`src/rtl/datapath_sequencer.sv`:
```
// Instruction FIFO plus issue/decode controller for the register-file / ALU / flags datapath.
// Words pop one per cycle in RUN; decoded controls are registered and held for one cycle.
module datapath_sequencer #(
  parameter int DEPTH = 4
) (
  input  logic        clk,
  input  logic        rst,
  input  logic [15:0] instr,
  input  logic        instr_valid,
  output logic        instr_ready,
  input  logic        flush,
  input  logic        resume,
  output logic [15:0] reg_en,
  output logic [3:0]  reg_a,
  output logic [3:0]  reg_b,
  output logic [15:0] imm,
  output logic [1:0]  b_sel,
  output logic [3:0]  opcode,
  output logic        flag_en,
  output logic        halted,
  output logic [15:0] retired
);

  localparam int AW = (DEPTH > 2) ? $clog2(DEPTH) : 1;
  localparam logic [AW:0] FULL_COUNT = (AW+1)'(DEPTH);

  // halted doubles as the debug view of the FSM state.
  typedef enum logic {RUN = 1'b0, HALTED = 1'b1} state_t;
  state_t state_q, state_d;

  logic [15:0]   mem [DEPTH];
  logic [AW-1:0] wr_ptr, rd_ptr;
  logic [AW:0]   count;
  logic          push, pop;
  logic [15:0]   head;

  // Handshake: a word transfers on any rising edge where instr_valid && instr_ready;
  // instr_ready depends only on FIFO occupancy, never on instr_valid.
  assign instr_ready = (count < FULL_COUNT);
  assign push        = instr_valid && instr_ready && !flush;
  assign pop         = (state_q == RUN) && (count != '0) && !flush;
  assign head        = mem[rd_ptr];
  assign halted      = (state_q == HALTED);

  always_ff @(posedge clk) begin
    if (push) mem[wr_ptr] <= instr;
  end

  always_ff @(posedge clk or posedge rst) begin
    if (rst) begin
      wr_ptr <= '0;
      rd_ptr <= '0;
      count  <= '0;
    end else if (flush) begin
      wr_ptr <= '0;
      rd_ptr <= '0;
      count  <= '0;
    end else begin
      if (push) wr_ptr <= wr_ptr + AW'(1);
      if (pop)  rd_ptr <= rd_ptr + AW'(1);
      case ({push, pop})
        2'b10:   count <= count + (AW+1)'(1);
        2'b01:   count <= count - (AW+1)'(1);
        default: count <= count;
      endcase
    end
  end

  always_ff @(posedge clk or posedge rst) begin
    if (rst) state_q <= RUN;
    else     state_q <= state_d;
  end

  always_comb begin
    state_d = state_q;
    if (flush) begin
      state_d = RUN;
    end else begin
      case (state_q)
        RUN:     if (pop && head[15:14] == 2'b11 && head[13]) state_d = HALTED;
        HALTED:  if (resume) state_d = RUN;
        default: state_d = RUN;
      endcase
    end
  end

  logic [15:0] reg_en_d;
  logic [3:0]  reg_a_d, reg_b_d, opcode_d;
  logic [15:0] imm_d;
  logic [1:0]  b_sel_d;
  logic        flag_en_d;
  logic        retire_d;

  // Anything that is not a popped R/I/F word yields the all-zero idle control set.
  always_comb begin
    reg_en_d  = '0;
    reg_a_d   = '0;
    reg_b_d   = '0;
    imm_d     = '0;
    b_sel_d   = 2'd0;
    opcode_d  = '0;
    flag_en_d = 1'b0;
    retire_d  = 1'b0;
    if (pop) begin
      case (head[15:14])
        2'b00: begin
          reg_en_d  = head[0] ? 16'd0 : (16'd1 << head[9:6]);
          reg_a_d   = head[9:6];
          reg_b_d   = head[5:2];
          opcode_d  = head[13:10];
          flag_en_d = head[1];
          retire_d  = 1'b1;
        end
        2'b01: begin
          reg_en_d  = 16'd1 << head[9:6];
          reg_a_d   = head[9:6];
          imm_d     = {{10{head[5]}}, head[5:0]};
          b_sel_d   = 2'd1;
          opcode_d  = head[13:10];
          flag_en_d = 1'b1;
          retire_d  = 1'b1;
        end
        2'b10: begin
          reg_en_d  = head[0] ? 16'd0 : (16'd1 << head[9:6]);
          reg_a_d   = head[9:6];
          b_sel_d   = 2'd2;
          opcode_d  = head[13:10];
          flag_en_d = head[1];
          retire_d  = 1'b1;
        end
        default: ;
      endcase
    end
  end

  always_ff @(posedge clk or posedge rst) begin
    if (rst) begin
      reg_en  <= '0;
      reg_a   <= '0;
      reg_b   <= '0;
      imm     <= '0;
      b_sel   <= '0;
      opcode  <= '0;
      flag_en <= 1'b0;
      retired <= '0;
    end else begin
      reg_en  <= reg_en_d;
      reg_a   <= reg_a_d;
      reg_b   <= reg_b_d;
      imm     <= imm_d;
      b_sel   <= b_sel_d;
      opcode  <= opcode_d;
      flag_en <= flag_en_d;
      retired <= retired + {15'd0, retire_d};
    end
  end

endmodule

```
`config.mk`:
```
export PLATFORM = sky130hd
export DESIGN_NAME = datapath_sequencer
export DESIGN_NICKNAME = d
export VERILOG_FILES = /design/src/rtl/datapath_sequencer.sv
export SDC_FILE = /design/constraint.sdc
export NUM_CORES = 1
export LEC_CHECK = 0
export CAP_MARGIN = 20
export CORE_MARGIN = 1.5
export CORE_UTILIZATION = 56
export DETAILED_ROUTE_END_ITERATION = 8
export PLACE_DENSITY = 0.9
export RECOVER_POWER = 25
export SKIP_CTS_REPAIR_TIMING = 1
export SLEW_MARGIN = 0
export SYNTH_ARGS = -nofsm -noshare
export SYNTH_HDL_FRONTEND = slang
export SYNTH_SLANG_ARGS = --single-unit
```
`constraint.sdc`:
```
create_clock -name clk -period 7.4 [get_ports clk]
set_clock_uncertainty 0.15 [all_clocks]
set_input_delay 1.48 -clock clk [delete_from_list [all_inputs] [get_ports clk]]
set_output_delay 1.48 -clock clk [all_outputs]
set_load 0.01 [all_outputs]
```
==> impl_results.md <==
- Drt drc: 0
- Area of the core: 8300 µm²
- Synth Flop Type: edfxtp_1
- Drt first pass iters: 5
- Max-slew headroom: -105%
- Part of the Yosys area used for sequential elements: 71.3%
- Die width: 96.0 µm
- Mapped Area: 4840 µm²
- Slew @ Worst Pin: 3.08 ns
- Crit path launch type: input port
- Total congestion overflow: 0
- DR iter-0 viols: 189
- Final #Nets: 415
- Pin count of the biggest net entering global routing: 62
- R2R setup slack: 4.20 ns
- Routed WL per cell: 18.8 µm
- Max-cap violation count: 1
- Setup TNS: 0 ns
- Hold Crit Class: flop to flop
- Final setup fails: 0
- Final slew viol count: 62
- Post-synth EDFFs: 64
- IO Pins: 86
- Clock sink count: 125
- Die Ht: 96.0 µm
- Avg Synthesized Cell Area: 16.3 µm²
- HPWL Detailed: 5940 µm
- Area after DPL: 5720 µm²
- Via density: 5.50
- Initial Utilization: 58.3%
- H-tree depth: 4
- Clk slew on worst S/H paths: 0.06 ns
- First-pass GRT wire length: 14800 µm
- Synth Register Bits: 125
- Total global-route track usage: 22.9%
- PwrDens: 332 nW/µm²
- WP data arrival: 4.26 ns
- Most common cell in the netlist: edfxtp_1
- Final core occ: 75.9%
- DR vias: 2768
- Worst EP required: 7.18 ns
- Routed WL: 9450 µm
- Critical path fanouts, max: 61
- CTS tree: yes
- Critical path class: input port to async pin
- Final period util: 60.5%
- Min cycle time layout: 4.48 ns
- FP Rows: 33
- Synth area leaders: edfxtp_1 40%, dfrtp_1 32%, mux4_2 4.7%, mux4_1 3.3%, xnor2_1 2.0%
- Unrepaired setup endpoints after global routing: false
- Layout cells sized above 1: 11.1%
- Post-route ant nets: 0
- Leading area contributor after synthesis: edfxtp_1
- TritonCTS Buffers: 17
- Post-Syn Nets: 326
- Die ar.: 9210 µm²
- Fin. Hold Viols: 0
- Clock Path Buffers: 2
- Post-synth top area share: 39.7%
- CP endpoint kind: async pin
- Finished Cell Area: 6300 µm²
- Yosys cell types: 37
- Status: complete, but fails checks
- Synth warn: 0
- Count of mapped cells out of synthesis: 297
- Vias in the first global route: 2863
- Area Overhead vs Synth: 30.2%
- Gp weighted congestion: 0.805
- Clk root buf: clkbuf_8
- Skew-Pair Late Insertion Delay: 0.51 ns
- Synth cell count leaders: 64 x edfxtp_1, 61 x dfrtp_1, 20 x nor2_1, 17 x nor3_1, 15 x and2_1
- Max Freq: 0.223 GHz
- Ant diodes: 0
- Lkg Pwr: 2.51 nW
- Initial antenna violation count: 0
- Maximum VDD drop: 0.223 mV
- Failing checks: capacitance limit, slew limit
- PortBufs: 85
- Share of synthesized flip-flops with an asynchronous set or reset: 48.8%
## routing by layer
layer	vias up	global-route usage, %	wire [µm]
met2	107	38.6	4940
li1	1254	-	-
met3	19	6.56	529
met1	1388	27.4	3800
met4	0	10.5	188
met5	-	0	0
## critical path, stage by stage
cell	delay, ns
dlygate4sd3_1	0.54
clkinv_1	0.05
clkbuf_1	2.18
## registers in the layout, indices dropped and copies added, names as in the netlist
register	cells
reg_b	4
reg_en	16
reg_a	4
rd_ptr	2
opcode	4
flag_en	1
halted	1
count	3
mem	64
b_sel	2
imm	6
wr_ptr	2
retired	16
## worst paths after layout
check | start | end | cells after the start
worst min register to register | retired[15] | retired[15] | 1
worst min-delay path | retired[15] | retired[15] | 1
min in group asynchronous | rst | retired[15] | 3
worst max-delay path | rst | reg_b[1] | 3
max in group clk | flush | retired[15] | 10
worst max register to register | rd_ptr[1] | retired[15] | 9
## report_power, final
part	leakage [nW]	internal [mW]	switching (mW)
Clock	0.290	0.519	0.275
Combinational	0.803	0.217	0.219
Sequential	1.42	0.803	0.0568
Total	2.51	1.54	0.551
## layout make-up
type	instances	area (µm²)
sequential	125	3450
fill	486	2000
multi-input combinational	148	1240
timing repair buffer	88	870
clock buffer	26	532
tap	105	131
clock inverter	5	50.0
inverter	6	22.5
## kinds of logic after synthesis
family	share of synthesized area, %
xor gates and xnor gates	3.54
adders and majority gates	2.22
buffers and inverters	3.00
DFF	71.3
AOI/OAI and AO/OA	1.22
muxes	8.20
and+or+nand+nor	10.6
## stage by stage
step | setup WS [ns] | total power, mW | hold slack, ns | instances
after floorplan | 4.06 | 1.14 | 0.357 | 297
after global placement | 3.49 | 1.28 | 0.320 | 472
after detailed placement | 3.38 | 1.30 | 0.326 | 472
after CTS | 3.86 | 2.10 | 0.337 | 503
after global routing | 2.25 | 2.18 | 0.349 | 503
final | 2.92 | 2.09 | 0.334 | 503
## cell usage in the layout (no fill, tap or decap), drive strengths merged, types with 3 or more instances in the layout
| cell type | instances |
|---|---|
| clkdlybuf4s50 | 67 |
| edfxtp | 64 |
| dfrtp | 61 |
| clkbuf | 27 |
| nor2 | 20 |
| dlygate4sd3 | 18 |
| nor3 | 17 |
| mux4 | 16 |
| and2 | 15 |
| xnor2 | 11 |
| nand2 | 10 |
| and3 | 9 |
| nand3 | 7 |
| ha | 7 |
| xor2 | 6 |
| inv | 5 |
| clkinv | 5 |
| nand2b | 4 |
| nand4 | 3 |
| a21oi | 3 |
| nor3b | 3 |
Note: power is estimated with default switching activity, not from simulation.
